<file path="config.mk">
export PLATFORM = sky130hd
export DESIGN_NAME = alu_result_buffer_flat
export DESIGN_NICKNAME = d
export VERILOG_FILES = /design/src/rtl/alu_result_buffer_if.sv /design/src/rtl/alu_result_buffer.sv /design/src/flat_wrapper.sv
export SDC_FILE = /design/constraint.sdc
export NUM_CORES = 1
export LEC_CHECK = 0
export ABC_AREA = 1
export CORE_MARGIN = 4
export CORE_UTILIZATION = 41
export DETAILED_ROUTE_END_ITERATION = 10
export PLACE_DENSITY = 0.64
export SLEW_MARGIN = 25
export SYNTH_ARGS = -nofsm -noshare
export SYNTH_HDL_FRONTEND = slang
export SYNTH_SLANG_ARGS = --single-unit
</file>
<file path="constraint.sdc">
create_clock -name clk -period 2.05 [get_ports clk]
set_input_delay 0.41 -clock clk [delete_from_list [all_inputs] [get_ports clk]]
set_output_delay 0.41 -clock clk [all_outputs]
set_load 0.005 [all_outputs]
</file>
<file path="src/rtl/alu_result_buffer_if.sv">
// ---------------------------------------------------------------------------
// alu_result_buffer_if
//   Producer-side and consumer-side handshake bundle for alu_result_buffer.
//   master : drives results in and takes them out (producer + consumer side)
//   slave  : the buffer itself
//   Optional feature macro: ALU_RESULT_ZERO_FLAG_EN (adds out_zero).
// ---------------------------------------------------------------------------
interface alu_result_buffer_if #(
  parameter int data_width = 16
);
  // producer -> buffer
  logic                  in_valid;
  logic                  in_ready;
  logic [3:0]            in_func;
  logic [data_width-1:0] in_C;
  logic                  in_overflow;
  // buffer -> consumer
  logic                  out_valid;
  logic                  out_ready;
  logic [3:0]            out_func;
  logic [data_width-1:0] out_C;
  logic                  out_overflow;
`ifdef ALU_RESULT_ZERO_FLAG_EN
  logic                  out_zero;

  modport master (
    output in_valid, in_func, in_C, in_overflow, out_ready,
    input  in_ready, out_valid, out_func, out_C, out_overflow, out_zero
  );

  modport slave (
    input  in_valid, in_func, in_C, in_overflow, out_ready,
    output in_ready, out_valid, out_func, out_C, out_overflow, out_zero
  );
`else
  modport master (
    output in_valid, in_func, in_C, in_overflow, out_ready,
    input  in_ready, out_valid, out_func, out_C, out_overflow
  );

  modport slave (
    input  in_valid, in_func, in_C, in_overflow, out_ready,
    output in_ready, out_valid, out_func, out_C, out_overflow
  );
`endif
endinterface : alu_result_buffer_if

</file>
<file path="src/rtl/alu_result_buffer.sv">
// ---------------------------------------------------------------------------
// alu_result_buffer
//   Result stage behind the ALU function units. Each accepted
//   {FuncCode, C, OverflowFlag} result lands in a DEPTH-entry
//   first-word-fall-through FIFO; the consumer drains it over valid/ready.
//   A saturating counter tracks how many accepted results carried overflow.
//
//   Optional feature macro: ALU_RESULT_ZERO_FLAG_EN
//     defined   -> a per-entry zero bit (C == 0) is captured at push and
//                  presented on out_zero for the head entry.
//     undefined -> no zero bit storage and no out_zero port.
// ---------------------------------------------------------------------------
module alu_result_buffer #(
  parameter int data_width = 16,
  parameter int DEPTH      = 4,
  parameter int CNT_WIDTH  = 8
) (
  input  logic                       clk,
  input  logic                       reset_n,
  alu_result_buffer_if.slave         bus,
  output logic [$clog2(DEPTH):0]     count,
  output logic [CNT_WIDTH-1:0]       ovf_count,
  input  logic                       clear_stats
);

  localparam int PTR_W = (DEPTH > 1) ? $clog2(DEPTH) : 1;
  localparam int OCC_W = $clog2(DEPTH) + 1;

  localparam logic [PTR_W-1:0]     PTR_ONE  = PTR_W'(1);
  localparam logic [OCC_W-1:0]     OCC_ONE  = OCC_W'(1);
  localparam logic [OCC_W-1:0]     OCC_ZERO = OCC_W'(0);
  localparam logic [OCC_W-1:0]     OCC_FULL = OCC_W'(DEPTH);
  localparam logic [CNT_WIDTH-1:0] OVF_ONE  = CNT_WIDTH'(1);
  localparam logic [CNT_WIDTH-1:0] OVF_ZERO = CNT_WIDTH'(0);
  localparam logic [CNT_WIDTH-1:0] OVF_MAX  = {CNT_WIDTH{1'b1}};

  // One stored result. FuncCode is kept verbatim, never decoded here.
  typedef struct packed {
    logic [3:0]            func;
    logic [data_width-1:0] c;
    logic                  ovf;
`ifdef ALU_RESULT_ZERO_FLAG_EN
    logic                  zero;
`endif
  } entry_t;

  localparam entry_t ENTRY_ZERO = entry_t'(0);

  // Builds the entry to store from the producer-side fields.
  function automatic entry_t build_entry(
    input logic [3:0]            func,
    input logic [data_width-1:0] c,
    input logic                  ovf
  );
    entry_t e;
    e      = ENTRY_ZERO;
    e.func = func;
    e.c    = c;
    e.ovf  = ovf;
`ifdef ALU_RESULT_ZERO_FLAG_EN
    e.zero = (c == {data_width{1'b0}});
`endif
    return e;
  endfunction

  // Saturating increment of the overflow statistics counter.
  function automatic logic [CNT_WIDTH-1:0] sat_inc(input logic [CNT_WIDTH-1:0] v);
    logic [CNT_WIDTH-1:0] r;
    if (v == OVF_MAX) begin
      r = v;
    end else begin
      r = v + OVF_ONE;
    end
    return r;
  endfunction

  // ---------------------------------------------------------------------------
  // State
  // ---------------------------------------------------------------------------
  entry_t               mem_q [DEPTH];
  logic [PTR_W-1:0]     wr_ptr_q, wr_ptr_d;
  logic [PTR_W-1:0]     rd_ptr_q, rd_ptr_d;
  logic [OCC_W-1:0]     count_q,  count_d;
  logic [CNT_WIDTH-1:0] ovf_q,    ovf_d;

  logic   in_ready_s;
  logic   out_valid_s;
  logic   push_s;
  logic   pop_s;
  entry_t wr_entry_s;
  entry_t head_s;

  // Handshake flags depend only on the registered occupancy, so a full
  // buffer refuses a write even in a cycle where the consumer pops.
  assign in_ready_s  = (count_q != OCC_FULL);
  assign out_valid_s = (count_q != OCC_ZERO);
  assign push_s      = bus.in_valid & in_ready_s;
  assign pop_s       = out_valid_s & bus.out_ready;
  assign wr_entry_s  = build_entry(bus.in_func, bus.in_C, bus.in_overflow);

  // Pointer and occupancy next-state for every push/pop combination.
  always_comb begin
    wr_ptr_d = wr_ptr_q;
    rd_ptr_d = rd_ptr_q;
    count_d  = count_q;
    case ({push_s, pop_s})
      2'b10: begin
        wr_ptr_d = wr_ptr_q + PTR_ONE;
        count_d  = count_q + OCC_ONE;
      end
      2'b01: begin
        rd_ptr_d = rd_ptr_q + PTR_ONE;
        count_d  = count_q - OCC_ONE;
      end
      2'b11: begin
        wr_ptr_d = wr_ptr_q + PTR_ONE;
        rd_ptr_d = rd_ptr_q + PTR_ONE;
      end
      default: begin
        wr_ptr_d = wr_ptr_q;
        rd_ptr_d = rd_ptr_q;
        count_d  = count_q;
      end
    endcase
  end

  // Overflow statistics: clear wins over a same-cycle increment.
  always_comb begin
    ovf_d = ovf_q;
    if (clear_stats) begin
      ovf_d = OVF_ZERO;
    end else if (push_s && bus.in_overflow) begin
      ovf_d = sat_inc(ovf_q);
    end else begin
      ovf_d = ovf_q;
    end
  end

  // Control registers: pointers, occupancy and statistics.
  always_ff @(posedge clk or negedge reset_n) begin
    if (!reset_n) begin
      wr_ptr_q <= {PTR_W{1'b0}};
      rd_ptr_q <= {PTR_W{1'b0}};
      count_q  <= OCC_ZERO;
      ovf_q    <= OVF_ZERO;
    end else begin
      wr_ptr_q <= wr_ptr_d;
      rd_ptr_q <= rd_ptr_d;
      count_q  <= count_d;
      ovf_q    <= ovf_d;
    end
  end

  // Entry storage: written only on an accepted push; cleared on reset so no
  // stale result can ever be presented.
  always_ff @(posedge clk or negedge reset_n) begin
    if (!reset_n) begin
      for (int i = 0; i < DEPTH; i++) begin
        mem_q[i] <= ENTRY_ZERO;
      end
    end else if (push_s) begin
      mem_q[wr_ptr_q] <= wr_entry_s;
    end
  end

  // First-word-fall-through head; all head fields read as zero when empty.
  always_comb begin
    head_s = ENTRY_ZERO;
    if (out_valid_s) begin
      head_s = mem_q[rd_ptr_q];
    end else begin
      head_s = ENTRY_ZERO;
    end
  end

  assign bus.in_ready     = in_ready_s;
  assign bus.out_valid    = out_valid_s;
  assign bus.out_func     = head_s.func;
  assign bus.out_C        = head_s.c;
  assign bus.out_overflow = head_s.ovf;
`ifdef ALU_RESULT_ZERO_FLAG_EN
  assign bus.out_zero     = head_s.zero;
`endif
  assign count            = count_q;
  assign ovf_count        = ovf_q;

endmodule : alu_result_buffer

</file>
<file path="src/flat_wrapper.sv">
// flat-port wrapper written by rule: the top's interface ports become plain ports
module alu_result_buffer_flat 
#(
  parameter int data_width = 16,
  parameter int DEPTH      = 4,
  parameter int CNT_WIDTH  = 8
)
  (clk, reset_n, count, ovf_count, clear_stats, bus_in_valid, bus_in_func, bus_in_C, bus_in_overflow, bus_out_ready, bus_in_ready, bus_out_valid, bus_out_func, bus_out_C, bus_out_overflow);
  alu_result_buffer_if #(.data_width(data_width)) bus_i ();
  input  logic clk;
  input  logic reset_n;
  output logic [$clog2(DEPTH):0] count;
  output logic [CNT_WIDTH-1:0] ovf_count;
  input  logic clear_stats;
  input wire logic [$bits(bus_i.in_valid)-1:0] bus_in_valid;
  input wire logic [$bits(bus_i.in_func)-1:0] bus_in_func;
  input wire logic [$bits(bus_i.in_C)-1:0] bus_in_C;
  input wire logic [$bits(bus_i.in_overflow)-1:0] bus_in_overflow;
  input wire logic [$bits(bus_i.out_ready)-1:0] bus_out_ready;
  output wire logic [$bits(bus_i.in_ready)-1:0] bus_in_ready;
  output wire logic [$bits(bus_i.out_valid)-1:0] bus_out_valid;
  output wire logic [$bits(bus_i.out_func)-1:0] bus_out_func;
  output wire logic [$bits(bus_i.out_C)-1:0] bus_out_C;
  output wire logic [$bits(bus_i.out_overflow)-1:0] bus_out_overflow;
  assign bus_i.in_valid = bus_in_valid;
  assign bus_i.in_func = bus_in_func;
  assign bus_i.in_C = bus_in_C;
  assign bus_i.in_overflow = bus_in_overflow;
  assign bus_i.out_ready = bus_out_ready;
  assign bus_in_ready = bus_i.in_ready;
  assign bus_out_valid = bus_i.out_valid;
  assign bus_out_func = bus_i.out_func;
  assign bus_out_C = bus_i.out_C;
  assign bus_out_overflow = bus_i.out_overflow;
  alu_result_buffer #(.data_width(data_width), .DEPTH(DEPTH), .CNT_WIDTH(CNT_WIDTH)) u_core (.clk(clk), .reset_n(reset_n), .bus(bus_i), .count(count), .ovf_count(ovf_count), .clear_stats(clear_stats));
endmodule
</file>
==> flow_metrics.env <==
export IMPL_cp_max_fo=6
export IMPL_portBuffers=59
export IMPL_fp_dieH_um=117
export IMPL_tightest_slew_ns=0.545
export IMPL_placedCellCount=771
export IMPL_hp_class="register to register"
export IMPL_synthTopCellsByCount="nand2_1 (117), dfrtp_1 (99), nor2_1 (95)"
export IMPL_viasPerCell=5.02
export IMPL_syn_instance_count=572
export IMPL_period_share_pct=102
export IMPL_failed_checks="setup timing"
export IMPL_syn_num_nets=606
export IMPL_crit_arrival_ns=1.69
export IMPL_vias=4036
export IMPL_clock_skew_final_ns=0.00372
export IMPL_power_density_mw_per_mm2=1620
export IMPL_clkTransAtPathRegs_ns=0.06
export IMPL_pin_count=60
export IMPL_synth_area_mm2=0.00483
export IMPL_final_nets=690
export IMPL_place_congestion=0.782
export IMPL_grt_pass1_vias=4001
export IMPL_wl_um=11600
export IMPL_hold_slack_ns=0.480
export IMPL_synth_cell_types=26
export IMPL_max_freq_ghz=0.477
export IMPL_grt_max_degree=43
export IMPL_ant_nets=0
export IMPL_leakagePower_nw=2.96
export IMPL_die_area_mm2=0.0136
export IMPL_syn_avg_cell_area_um2=8.45
export IMPL_htreeDepth=3
export IMPL_cts_root_buf="clkbuf_16"
export IMPL_start_util_pct=42.1
export IMPL_drc=0
export IMPL_core_mm2=0.0115
export IMPL_synth_top_area_share_pct=51.3
export IMPL_grt_setup_unrepaired="yes"
export IMPL_final_layout_size_suffix_gt1_share_pct=19.2
export IMPL_synth_top_area_cell="dfrtp_1"
export IMPL_synth_xor_area_share_pct=0.907
export IMPL_die_x_um=117
export IMPL_start_kind="register"
export IMPL_yosys_warnings=0
export IMPL_status="complete, but fails checks"
export IMPL_synth_main_ff_cell="dfrtp_1"
export IMPL_grt_use_total_pct=18.2
export IMPL_num_antenna_cells=0
export IMPL_synthTopCellsByArea="dfrtp_1 (51%), nand2_1 (9.1%), nor2_1 (7.4%)"
export IMPL_ys_ff_latch=99
export IMPL_timing_final_ws_setup_ns=-0.0463
export IMPL_synth_edff_count=0
export IMPL_total_power_w=0.00998
export IMPL_cts_sinks=99
export IMPL_drt_iter0_drc=328
export IMPL_slew_headroom_pct=63.6
export IMPL_synthAdderAreaFrac_pct=2.23
export IMPL_async_flop_share_pct=100
export IMPL_place_area_mm2=0.00563
export IMPL_cp_end_kind="primary output"
export IMPL_synthSimpleGateAreaFrac_pct=20.0
export IMPL_finalInstanceArea_mm2=0.00616
export IMPL_cp_required_ns=1.64
export IMPL_fin_cells=804
export IMPL_dr_pass1_iters=4
export IMPL_finalSetupViolCount=2
export IMPL_min_period_ns=2.10
export IMPL_dp_slack_ns=-0.157
export IMPL_fill_cells=1057
export IMPL_maxCapViolations=0
export IMPL_hold_viol=0
export IMPL_critPathKind="register to primary output"
export IMPL_clock_latency_ns=0.35
export IMPL_cts_tree="built"
export IMPL_antenna_found_initial=0
export IMPL_row_count=39
export IMPL_synth_top_family_by_area="simple AND/OR/NAND/NOR gates"
export IMPL_ys_seq_area_share_pct=51.3
export IMPL_vdd_ir_drop_max_mv=0.894
export IMPL_syn_to_final_growth_pct=27.4
export IMPL_gr_total_overflow=0
export IMPL_report_final_slew_viol_count=0
export IMPL_synth_compound_area_share_pct=17.2
export IMPL_yosysMostFrequentCell="nand2_1"
export IMPL_dp_hpwl_um=7450
export IMPL_cts_path_max_buffers=2
export IMPL_cts_buffers=9
export IMPL_wl_per_cell_um=14.4
export IMPL_synthMuxAreaShare_pct=0
export IMPL_grt_pass1_wl_um=19200
-- cell type report --
type                       instances  area [um2]  share of cell area [%]
clock inverter                     7         140                    2.28
multi-input combinational        402        2010                    32.7
tap                              143         179                    2.91
inverter                          40         165                    2.68
timing repair buffer             104         953                    15.5
clock buffer                       9         225                    3.66
sequential                        99        2480                    40.3
-- layout by cell type (no fill, tap or decap), types with 5 or more instances in the layout --
cell / count
inv_1: 34
a21oi_1: 21
nand2_4: 5
clkdlybuf4s50_1: 36
clkbuf_16: 9
nand3_1: 11
nand2_1: 117
o21ai_2: 18
dfrtp_1: 98
o21ai_1: 88
nor2_2: 8
buf_4: 28
nor2_1: 85
ha_1: 7
o21ai_0: 24
buf_6: 9
buf_2: 18
buf_12: 5
-- critical path, stage by stage, from the launching register on --
cell and delay [ns]:
dfrtp_2 0.41, buf_8 0.15, buf_6 0.11, buf_6 0.12
nor2_4 0.03, nor2_2 0.10, o21ai_1 0.07, a21oi_1 0.20
buf_2 0.15
-- report_power, final --
part           internal (W)  switching [W]
clock               0.00131       0.000730
sequential          0.00279       0.000490
combinational       0.00215        0.00250
total               0.00625        0.00372
-- routing by layer --
| metal | share of wire [%] | wire length [um] | up-vias | track usage [%] |
|---|---|---|---|---|
| li1 | - | - | 2023 | - |
| met3 | 5.0 | 575 | 12 | 4.46 |
| met2 | 48 | 5540 | 84 | 29.2 |
| met1 | 46 | 5320 | 1917 | 24.0 |
| met5 | 0 | 0 | - | 0 |
| met4 | 1.2 | 138 | 0 | 6.65 |
-- cells by family (layout without fill, tap and decap cells) --
logic type | after synthesis | in the layout
buffers and inverters | 71 | 160
DFF | 99 | 99
xor gates and xnor gates | 5 | 5
and+or+nand+nor | 236 | 236
AOI/OAI and AO/OA | 153 | 153
adders and majority gates | 8 | 8
-- through the flow --
step	TNS [ns]	utilization, %
floorplan	0	-
finish	-0.0465	53.7
CTS	-0.109	53.6
global route	-0.723	53.7
detailed placement	-0.157	49.1
global placement	-0.0920	49.1
-- worst paths after layout --
check	start	to	slack, ns	cells after the start
setup reg to reg	u_core.count[0]	u_core.count[2]	0.09	10
hold / removal	u_core.mem_q[14]	u_core.mem_q[14]	0.48	2
hold reg to reg	u_core.mem_q[14]	u_core.mem_q[14]	0.48	2
max in group asynchronous	reset_n	u_core.mem_q[54]	0.99	3
setup / recovery	u_core.rd_ptr_q[0]	bus_out_overflow	-0.05	8
min in group asynchronous	reset_n	u_core.mem_q[47]	0.49	2
-- flip-flops by register name, indices dropped and copies added (netlist names) --
signal and flops:
u_core.count 3, u_core.mem_q 84, u_core.wr_ptr_q 2, u_core.rd_ptr_q 2, u_core.ovf_count 8
-- repair_timing --
item	in CTS	in global routing
setup endpoints to repair	22	20
buffers inserted	11	2
hold buffers	1	0
resized for setup	110	35
pin swaps	19	19
gates cloned	4	0
hold endpoints to repair	15	0
(Power assumes the default switching activity.)
